$ cat config.mk
export PLATFORM = sky130hd
export DESIGN_NAME = if_prefetch_stage
export DESIGN_NICKNAME = d
export VERILOG_FILES = /design/src/rtl/if_prefetch_stage.sv
export SDC_FILE = /design/constraint.sdc
export NUM_CORES = 1
export LEC_CHECK = 0
export ABC_CLOCK_PERIOD_IN_PS = 2600
export BUFFER_PORTS_ARGS = -buffer_cell sky130_fd_sc_hd__buf_4
export CAP_MARGIN = 5
export CORE_ASPECT_RATIO = 0.8
export CORE_MARGIN = 10
export CORE_UTILIZATION = 52
export CTS_CLUSTER_SIZE = 40
export DETAILED_ROUTE_END_ITERATION = 8
export PLACE_DENSITY_LB_ADDON = 0.25
export RECOVER_POWER = 100
export SYNTH_ARGS = -nofsm -noshare
export SYNTH_HDL_FRONTEND = slang
export SYNTH_SLANG_ARGS = --single-unit
$ cat constraint.sdc
create_clock -name clk -period 2.6 [get_ports clk]
set_input_delay 0.13 -clock clk [delete_from_list [all_inputs] [get_ports clk]]
set_output_delay 0.13 -clock clk [all_outputs]
set_load 0.005 [all_outputs]
$ cat src/rtl/if_prefetch_stage.sv
// Instruction fetch stage with a DEPTH-entry prefetch queue in front of a
// one-cycle-latency synchronous instruction memory; supports branch redirect.
module if_prefetch_stage #(
  parameter int                ADDR_W   = 32,
  parameter int                DATA_W   = 32,
  parameter int                DEPTH    = 4,
  parameter logic [ADDR_W-1:0] RESET_PC = '0
) (
  input  logic                       clk,
  input  logic                       rst,
  input  logic                       freeze,
  input  logic                       Branch_taken,
  input  logic [ADDR_W-1:0]          BranchAddr,
  output logic                       imem_en,
  output logic [ADDR_W-1:0]          imem_addr,
  input  logic [DATA_W-1:0]          imem_rdata,
  output logic                       out_valid,
  output logic [DATA_W-1:0]          out_instr,
  output logic [ADDR_W-1:0]          out_pc,
  output logic [$clog2(DEPTH):0]     occupancy
);

  localparam int PTR_W = $clog2(DEPTH);
  localparam int CNT_W = PTR_W + 1;
  localparam logic [CNT_W:0]   DEPTH_CREDIT = (CNT_W + 1)'(DEPTH);
  localparam logic [CNT_W-1:0] DEPTH_CNT    = CNT_W'(DEPTH);

  logic [ADDR_W-1:0] r_fetchPc;
  logic [ADDR_W-1:0] r_inflightAddr;
  logic              r_inflight;
  logic [PTR_W-1:0]  r_head;
  logic [PTR_W-1:0]  r_tail;
  logic [CNT_W-1:0]  r_count;
  logic [DATA_W-1:0] r_instrQ [DEPTH];
  logic [ADDR_W-1:0] r_pcQ    [DEPTH];

  logic [CNT_W:0]    w_credit;
  logic              w_issue;
  logic              w_push;
  logic              w_pop;

  // Credit counts queued entries plus the outstanding request, so a response
  // always finds a free slot; a pop in the same cycle is deliberately ignored.
  assign w_credit  = {1'b0, r_count} + {{CNT_W{1'b0}}, r_inflight};
  assign w_issue   = !rst && !Branch_taken && (w_credit < DEPTH_CREDIT);
  assign w_push    = r_inflight && !rst && !Branch_taken;
  assign w_pop     = out_valid && !freeze;

  assign imem_en   = w_issue;
  assign imem_addr = r_fetchPc;
  assign out_valid = (r_count != '0) && !rst;
  assign occupancy = rst ? '0 : r_count;
  assign out_instr = r_instrQ[r_head];
  assign out_pc    = r_pcQ[r_head];

  always_ff @(posedge clk) begin
    if (rst) begin
      r_fetchPc      <= RESET_PC;
      r_inflight     <= 1'b0;
      r_inflightAddr <= '0;
      r_head         <= '0;
      r_tail         <= '0;
      r_count        <= '0;
    end else if (Branch_taken) begin
      r_fetchPc  <= {BranchAddr[ADDR_W-1:2], 2'b00};
      r_inflight <= 1'b0;
      r_head     <= '0;
      r_tail     <= '0;
      r_count    <= '0;
    end else begin
      r_inflight <= w_issue;
      if (w_issue) begin
        r_fetchPc      <= r_fetchPc + ADDR_W'(4);
        r_inflightAddr <= r_fetchPc;
      end
      if (w_push) r_tail <= r_tail + PTR_W'(1);
      if (w_pop)  r_head <= r_head + PTR_W'(1);
      case ({w_push, w_pop})
        2'b10:   r_count <= r_count + CNT_W'(1);
        2'b01:   r_count <= r_count - CNT_W'(1);
        default: r_count <= r_count;
      endcase
    end
  end

  // Queue storage carries no reset; validity is tracked by r_count alone.
  always_ff @(posedge clk) begin
    if (w_push) begin
      r_instrQ[r_tail] <= imem_rdata;
      r_pcQ[r_tail]    <= r_inflightAddr + ADDR_W'(4);
    end
  end

  assert property (@(posedge clk) disable iff (rst)
    !(w_push && !w_pop && (r_count == DEPTH_CNT)));

endmodule

==> results.tsv <==
metric	value	unit
status	completed	
CTS H-tree lvls	1	
post-route setup TNS	0	ns
PostCTS Resize Cnt	0	
Multi-input gate area	3740	um^2
unrepaired setup endpoints after global routing	no	
final wirelength	28500	um
Die ar.	31500	um^2
Least-Margin Pin Slew	0.909	ns
antenna viol nets, final	0	
worst reg2reg path endpoint	r_instrQ[3][12]	
area delta synth->final	22.7	%
count leader, synth	edfxtp_1	
VDD IR-drop max	0.573	mV
max-slew violation count	0	
Slew HR	39.4	%
Fmax achieved	0.431	GHz
clk root buf	clkbuf_16	
I/O pins	169	
EDFF count, synth	248	
routed len/inst	20.0	um
vias per cell	5.61	
most instantiated cells after synthesis	edfxtp_1, nand2_1, dfxtp_1, mux4_2, nor2_1	
total number of vias	7961	
ys flop type	edfxtp_1	
grt total ovfl	0	
Die Width	196	um
switching pwr	2.07	mW
Reg2Reg Launch Point	r_inflight	
kind of critical path	register to register	
largest area contributor in the netlist	edfxtp_1	
fillers	1838	
combinational share of power	4.4	%
CTS max path bufs	3	
CP endpoint	r_instrQ[3][12]	
worst path required time	2.76	ns
HP Class	input port to register	
number of global-route vias before repair	8220	
largest fanout on the critical path	13	
Clk pin slew, worst setup/hold paths	0.06	ns
clock skew	0.0177	ns
hpwl dp	18700	um
layout cells sized above 1	20.3	%
clock latency at the later pin of the worst-skew pair	0.54	ns
initial antenna violation count	1	
row count	51	
post-synthesis cell count	835	
hold path cells	4	
drt drc	0	
cell internal pwr	8.19	mW
CP arrival	2.47	ns
Tmin final	2.32	ns
CP startpoint	r_inflight	
Max-Cap Viols	0	
Clock Sinks	318	
mean post-synth cell area	15.4	um^2
GRT Util Overall	17.8	%
Starting Density	52.8	%
DRT iter0 DRCs	500	
Port Buffer Count	162	
sw frac	20.2	%
Distinct cells, synth	57	
CTS buffer count	31	
count of warnings emitted by yosys	0	
leading post-synthesis cells by cell area	edfxtp_1, dfxtp_1, mux4_2	
post-synthesis sequential area ratio	68.7	%
Tcrit/Tclk final	89.2	%
gp weighted congestion	0.844	
first-pass GRT wire length	45800	um
Final setup violation count	0	
Power Total	10.3	mW
Reg2Reg Setup Slack	0.28	ns
Reg area	8850	um^2
Yosys top cell area share	57.9	%
Async SR Flop Fraction	0	%
largest net degree at the start of global routing	64	
Reg power frac	54.7	%
Fin. Hold Viols	0	
Crit. End Element	register	
TritonCTS clock tree	built	
nets	1153	
mapped cell area	12900	um^2
clock network fraction of total power	40.9	%
core occupancy in the finished layout	64.8	%
Pre-antenna DRT Iters	4	
Startpoint Class	register	
pwr dens	649	nW/um^2
Worst Reg2Reg Path Length in Cells	2	
LEAKAGE	5.33	nW
Core ar.	24400	um^2
die height	161	um
Synth Register Bits	318	
Post-CTS Setup Inserts	0	
-- routing by layer --
layer  wire length (um)  up-vias  track usage [%]
li1                   -     3726                -
met1              12200     3982             24.0
met2              14100      215             29.2
met3               1750       38             3.75
met4                447        0             3.53
met5                  0        -                0
-- power groups by stage --
stage          registers (mW)  clock network, mW  logic [mW]
3_3_place_gp             5.72                  0       0.413
3_5_place_dp             5.72                  0       0.420
5_1_grt                  5.62               4.51       0.499
4_1_cts                  5.61               4.29       0.498
6_report                 5.61               4.19       0.451
2_1_floorplan            5.70                  0       0.186
-- state kept, by name (all words and copies together) (netlist names), named ones only --
name and flops:
r_inflight 1, r_inflightAddr 30, r_head 2, r_tail 2, r_count 3, r_instrQ 128
imem_addr 30, r_pcQ 120
-- critical path, cell delays in order, from the launching register on --
cell	delay (ns)
dfxtp_1	0.54
and3_1	0.73
clkbuf_1	0.66
-- placed cells by master (no fill, tap or decap), types with 8 or more instances in the layout --
cell type        n
xor2_1           9
nand2_1         90
or4_1            9
clkbuf_4        52
dfxtp_1         68
and4_1          11
nand4_1         18
clkbuf_1        89
edfxtp_1       248
or3_1            8
a21oi_1         38
inv_1           17
buf_4           49
and3_1          14
nor3_1           9
clkbuf_16       31
nand3_1         25
mux4_2          62
dlygate4sd3_1   62
nor2_1          39
xnor2_1         32
-- logic make-up after synthesis --
logic type | count (synthesis) | share of synthesized area, %
adders and majority gates | 8 | 0.836
DFF | 318 | 68.7
other | 1 | 0.0291
xor gates and xnor gates | 41 | 2.79
muxes | 64 | 11.0
and+or+nand+nor | 247 | 9.73
AOI/OAI and AO/OA | 90 | 4.71
buffers and inverters | 66 | 2.15
-- final cells by class --
class                      instances  share of cell area [%]
sequential                       318                    56.0
multi-input combinational        454                    23.7
timing repair buffer             253                    11.2
clock buffer                      46                    5.59
tap                              318                    2.52
clock inverter                    11                   0.483
inverter                          19                   0.451
antenna                            1                  0.0158
-- through the flow --
stage / instances / worst slack (ns) / hold slack [ns] / cell area (um^2)
floorplan: 838 / 0.136 / 0.229 / 12900
global placement: 1300 / 0.441 / 0.334 / 14700
detailed placement: 1300 / 0.406 / 0.336 / 14700
CTS: 1419 / 0.309 / 0.000774 / 16300
global route: 1420 / 0.124 / 0.0297 / 15800
finish: 1420 / 0.282 / 0.0335 / 15800
-- what timing repair did --
action | CTS | global route
hold endpoints to repair | 160 | 0
setup endpoints to repair | 0 | 0
hold buffers | 62 | 0
-- worst min-delay path by stage --
stage / startpoint / endpoint / slack (ns)
final: BranchAddr[30] / imem_addr[30] / 0.03
after global placement: imem_rdata[0] / r_instrQ[3][0] / 0.33
after floorplan: imem_rdata[0] / r_instrQ[0][0] / 0.23
after CTS: Branch_taken / imem_addr[11] / 0.0008
after global routing: Branch_taken / imem_addr[11] / 0.03
after detailed placement: imem_rdata[26] / r_instrQ[3][26] / 0.34
Power figures use the tool's default switching activity.
